$ cat config.mk
export PLATFORM = sky130hd
export DESIGN_NAME = toast_wb_arbiter
export DESIGN_NICKNAME = d
export VERILOG_FILES = /design/src/rtl/toast_wb_arbiter.sv
export SDC_FILE = /design/constraint.sdc
export NUM_CORES = 1
export LEC_CHECK = 0
export ABC_AREA = 1
export CORE_MARGIN = 2
export CORE_UTILIZATION = 41
export CTS_CLUSTER_SIZE = 40
export DETAILED_ROUTE_END_ITERATION = 16
export HOLD_SLACK_MARGIN = 0.12
export PLACE_DENSITY = 0.78
export SETUP_SLACK_MARGIN = 0.5
export SLEW_MARGIN = 20
export SYNTH_ARGS = -nofsm -noshare
export SYNTH_HDL_FRONTEND = slang
export SYNTH_SLANG_ARGS = --single-unit
$ cat constraint.sdc
create_clock -name clk_i -period 5 [get_ports clk_i]
set_input_delay 1 -clock clk_i [delete_from_list [all_inputs] [get_ports clk_i]]
set_output_delay 1 -clock clk_i [all_outputs]
set_load 0.03 [all_outputs]
$ cat src/rtl/toast_wb_arbiter.sv
// toast_wb_arbiter: shares the regfile write port between pipeline writeback and the multi-cycle unit, with a pending-register scoreboard
module toast_wb_arbiter #(
    parameter int REG_DATA_WIDTH     = 32,
    parameter int REGFILE_ADDR_WIDTH = 5,
    parameter int REGFILE_DEPTH      = 32,
    parameter int STARVE_LIMIT       = 4
) (
    input  logic                          clk_i,
    input  logic                          reset_i,
    input  logic                          p_valid_i,
    input  logic [REGFILE_ADDR_WIDTH-1:0] p_rd_addr_i,
    input  logic [REG_DATA_WIDTH-1:0]     p_rd_data_i,
    output logic                          p_stall_o,
    input  logic                          m_valid_i,
    input  logic [REGFILE_ADDR_WIDTH-1:0] m_rd_addr_i,
    input  logic [REG_DATA_WIDTH-1:0]     m_rd_data_i,
    output logic                          m_ready_o,
    input  logic                          issue_valid_i,
    input  logic [REGFILE_ADDR_WIDTH-1:0] issue_rd_addr_i,
    input  logic [REGFILE_ADDR_WIDTH-1:0] rs1_addr_i,
    input  logic [REGFILE_ADDR_WIDTH-1:0] rs2_addr_i,
    input  logic [REGFILE_ADDR_WIDTH-1:0] rd_chk_addr_i,
    output logic                          hazard_o,
    output logic [REGFILE_ADDR_WIDTH-1:0] rd_addr_o,
    output logic [REG_DATA_WIDTH-1:0]     rd_wr_data_o,
    output logic                          rd_wr_en_o
);
    localparam int CW = $clog2(STARVE_LIMIT + 1);
    typedef enum logic {PIPE_PRI, M_PRI} pri_t;
    pri_t                     pri_q, pri_d;
    logic [CW-1:0]            wait_q, wait_d;
    logic [REGFILE_DEPTH-1:0] pending_q, pending_d, set_vec, clr_vec, live;
    logic                     p_grant, m_hs;

    assign m_hs = m_valid_i & m_ready_o;

    // Grant selection and starvation counter; M is refused only while P holds priority
    always_comb begin
        pri_d     = pri_q;
        wait_d    = wait_q;
        m_ready_o = 1'b0;
        p_stall_o = 1'b0;
        p_grant   = 1'b0;
        if (!reset_i) begin
            if (pri_q == PIPE_PRI) begin
                p_grant   = p_valid_i;
                m_ready_o = m_valid_i & ~p_valid_i;
                if (m_valid_i && p_valid_i) begin
                    wait_d = wait_q + CW'(1);
                    if (wait_d >= CW'(STARVE_LIMIT)) pri_d = M_PRI;
                end
            end else begin
                m_ready_o = m_valid_i;
                p_stall_o = p_valid_i;
            end
            if (m_valid_i && m_ready_o) begin
                wait_d = '0;
                pri_d  = PIPE_PRI;
            end
        end
    end

    assign rd_addr_o    = p_grant ? p_rd_addr_i : m_hs ? m_rd_addr_i : '0;
    assign rd_wr_data_o = p_grant ? p_rd_data_i : m_hs ? m_rd_data_i : '0;
    assign rd_wr_en_o   = (p_grant | m_hs) & (rd_addr_o != '0);

    // Scoreboard update; a same-cycle set of the register being cleared wins
    always_comb begin
        set_vec = '0;
        clr_vec = '0;
        if (issue_valid_i && issue_rd_addr_i != '0) set_vec[issue_rd_addr_i] = 1'b1;
        if (m_hs) clr_vec[m_rd_addr_i] = 1'b1;
    end

    assign live      = pending_q & ~clr_vec;
    assign pending_d = live | set_vec;
    assign hazard_o  = ~reset_i & (((rs1_addr_i != '0) & live[rs1_addr_i]) |
                                   ((rs2_addr_i != '0) & live[rs2_addr_i]) |
                                   ((rd_chk_addr_i != '0) & live[rd_chk_addr_i]));

    // State registers
    always_ff @(posedge clk_i) begin
        if (reset_i) begin
            pri_q     <= PIPE_PRI;
            wait_q    <= '0;
            pending_q <= '0;
        end else begin
            pri_q     <= pri_d;
            wait_q    <= wait_d;
            pending_q <= pending_d;
        end
    end

    // M is non-pipelined: a new issue must not overlap an unfinished tracked op
    always_ff @(posedge clk_i) begin
        if (!reset_i && issue_valid_i && !m_hs)
            assert (pending_q == '0) else $error("second issue to M before handshake");
    end
endmodule
==> summary.md <==
| Metric | Value |
|---|---|
| Status | `complete, no violations` |
| Wl on met1 | `5540 um` |
| Critical-path cell list | `clkdlybuf4s50_1, nand2_1, nand2_2, nor2_4, buf_12, nand3_1, nand3_1, nand3_1, nand2_1, a21oi_1, nand3_1, nand2_1, inv_1, a21oi_1, clkbuf_2` |
| Switching part of the total | `36.3%` |
| First-pass GRT wire length | `22500 um` |
| DR iter-0 viols | `462` |
| Total Negative Setup Slacks | `0 ns` |
| Fmax | `0.234 GHz` |
| CP dominant cell by count | `nand3_1` |
| Antenna cells | `0` |
| Reg power frac | `35.6%` |
| Wirelength per Cell | `17.0 um` |
| Number of I/O pins | `140` |
| Endpoints failing setup | `0` |
| VDD IR max | `0.0000952 V` |
| Most frequent cells after synthesis | `nand2_1, nand3_1, inv_1, nor2_1, a21oi_1` |
| Critical Path RT | `4.00 ns` |
| Latest clock arrival within the worst-skew pair | `0.30 ns` |
| Comb pwr share | `38.9%` |
| Max Fanout on Critical Path | `31` |
| Grt ovf | `0` |
| Synth-to-Final Area Change | `47.7%` |
| Drt first pass iters | `6` |
| PwrDens | `173 nW/um2` |
| Antenna Nets Post-Route | `0` |
| Routability-driven placement congestion ratio | `1.11` |
| Area of the core | `7650 um2` |
| Synth unique cells | `27` |
| Slew @ Worst Pin | `0.888 ns` |
| Register area share after synthesis | `22.4%` |
| Clock share of power | `25.5%` |
| CP endpoint kind | `output pin` |
| Num CTS Buffers | `5` |
| Share of cells above drive strength 1 | `9.66%` |
| CP Launch Type | `input port` |
| Post-CTS setup buffer count | `0` |
| Critical path's largest stage delay | `0.55 ns` |
| Post-Syn Area | `3220 um2` |
| Static leakage | `2.08 nW` |
| CTS Buffer Depth | `2` |
| Critical Path Slowest Stage Cell | `clkdlybuf4s50_1` |
| Max Used Layer | `met4` |
| Crit path kind | `input port to output pin` |
| Synth Instances | `602` |
| CP bufs+invs | `4` |
| Slew Viols, Final | `0` |
| Area contributors post-synth | `nand2_1, dfxtp_1, nand3_1` |
| Flops & latches, synth | `36` |
| Met2 Wirelength | `6500 um` |
| RSZ-0062 raised after global routing | `false` |
| Synthesized area per cell | `5.34 um2` |
| Post-DP HPWL | `11600 um` |
| Htree depth | `2` |
| I/O Buffers | `139` |
| P_int | `0.524 mW` |
| Async S/R FF share, synth | `0%` |
| DIE HEIGHT | `92.6 um` |
| Hold Buf Count CTS | `0` |
| CTS root buf | `clkbuf_8` |
| GRT Util Overall | `33.6%` |
| Register-to-register path setup slack | `3.54 ns` |
| Initial Utilization | `42.0%` |
| Pre-CTS setup slack | `0.288 ns` |
| Syn Nets | `702` |
| Syn. warnings | `0` |
| Net Sw Power | `0.299 mW` |
| Number of vias per cell | `5.44` |
| Rows | `32` |
| Max_slew headroom | `40.3%` |
| Post-DP Area | `4670 um2` |
| Post-cts resize count | `1` |
| Initial antenna violation count | `0` |
| Non-Filler Instances | `847` |
| Max-cap violations | `0` |
| Post-route DRC | `0` |
| Fin crit share | `85.3%` |
| Clk slew on worst S/H paths | `0.08 ns` |
| Critical path's top delay family | `buffers and inverters` |
| Met3 WL | `1580 um` |
| Total number of vias | `4608` |
| CTS tree | `done` |
| Largest net degree at the start of global routing | `34` |
| Post-synth EDFFs | `0` |
| Number of global-route vias before repair | `4378` |
| Die width | `92.6 um` |
| WHS | `0.478 ns` |
| PnR worst setup slack | `0.734 ns` |
| Top-count cell post-synth | `nand2_1` |
| CP arrival | `3.27 ns` |
| DRT Wirelength | `14400 um` |
| Top cell type's share of synthesized area | `23.1%` |
| Endpoints failing hold | `0` |
| Placed cell count | `840` |
| Synth area leader | `nand2_1` |
| Setup Skew | `0.0119 ns` |
| # nets final | `845` |
| Synth Flop Type | `dfxtp_1` |
| Die area | `8570 um2` |
| Final instance area | `4750 um2` |
| Time the worst path needs with I/O delays and setup | `4.27 ns` |
| Hold crit path type | `flop to flop` |
| CTS sink count | `36` |
==> cells by family (layout without fill, tap and decap cells) <==
| kind of cell | after synthesis | after routing | share of synthesized area, % |
|---|---|---|---|
| compound gates | 100 | 100 | 16.7 |
| xor+xnor | 2 | 2 | 0.545 |
| fa+ha+maj | 1 | 1 | 0.389 |
| buf+inv | 93 | 236 | 11.8 |
| flops | 36 | 36 | 22.4 |
| simple gates | 370 | 370 | 48.1 |
==> state kept, by name (all words and copies together) (netlist names) <==
name and flops:
pri_q 1, wait_q 3, pending_q 32
==> power groups by stage <==
stage / clock network [mW] / logic (mW) / registers (mW)
2_1_floorplan: 0 / 0.153 / 0.299
3_3_place_gp: 0 / 0.314 / 0.300
3_5_place_dp: 0 / 0.316 / 0.300
4_1_cts: 0.212 / 0.317 / 0.293
5_1_grt: 0.227 / 0.342 / 0.294
6_report: 0.210 / 0.320 / 0.293
==> layout by cell type (no fill, tap or decap), drive strengths merged <==
cell type and count:
xnor2 1, a31oi 1, o21bai 1, ha 1, buf 54, nand3 93, nand2 199, nor3 13
xor2 1, clkdlybuf4s50 100, nor2 65, o22ai 5, clkinvlp 1, dfxtp 36, clkbuf 6, a21boi 11
o21ai 33, clkinv 2, a21oi 49, inv 73
==> worst paths after layout <==
kind,to,cells after the start,start
setup / recovery,hazard_o,15,p_valid_i
hold / removal,pending_q[0],2,pending_q[0]
setup reg to reg,pending_q[11],7,pri_q
hold reg to reg,pending_q[0],2,pending_q[0]
==> stage by stage <==
stage | power [mW] | utilization, %
after floorplan | 0.453 | -
after global placement | 0.614 | 61.1
after detailed placement | 0.615 | 61.1
after CTS | 0.822 | 62.2
after global routing | 0.863 | 62.1
final | 0.823 | 62.1
==> area by class of cell <==
cell class,count,area (um2)
Clock buffer,5,68.8
Clock inverter,2,12.5
Tap cell,102,128
Sequential cell,36,721
Inverter,74,278
Fill cell,747,2900
Multi-Input combinational cell,473,2120
Timing Repair Buffer,155,1420
==> per-layer routing <==
layer / global-route usage (%) / vias up
li1: - / 2222
met1: 39.8 / 2024
met2: 56.6 / 304
met3: 7.65 / 58
met4: 17.4 / 0
met5: 0 / -
==> worst min-delay path: cells and delay by family, from the launching register on <==
kind	cells	cell delay [ns]
flops	1	0.31
simple gates	2	0.13
Note: power is estimated with default switching activity, not from simulation.
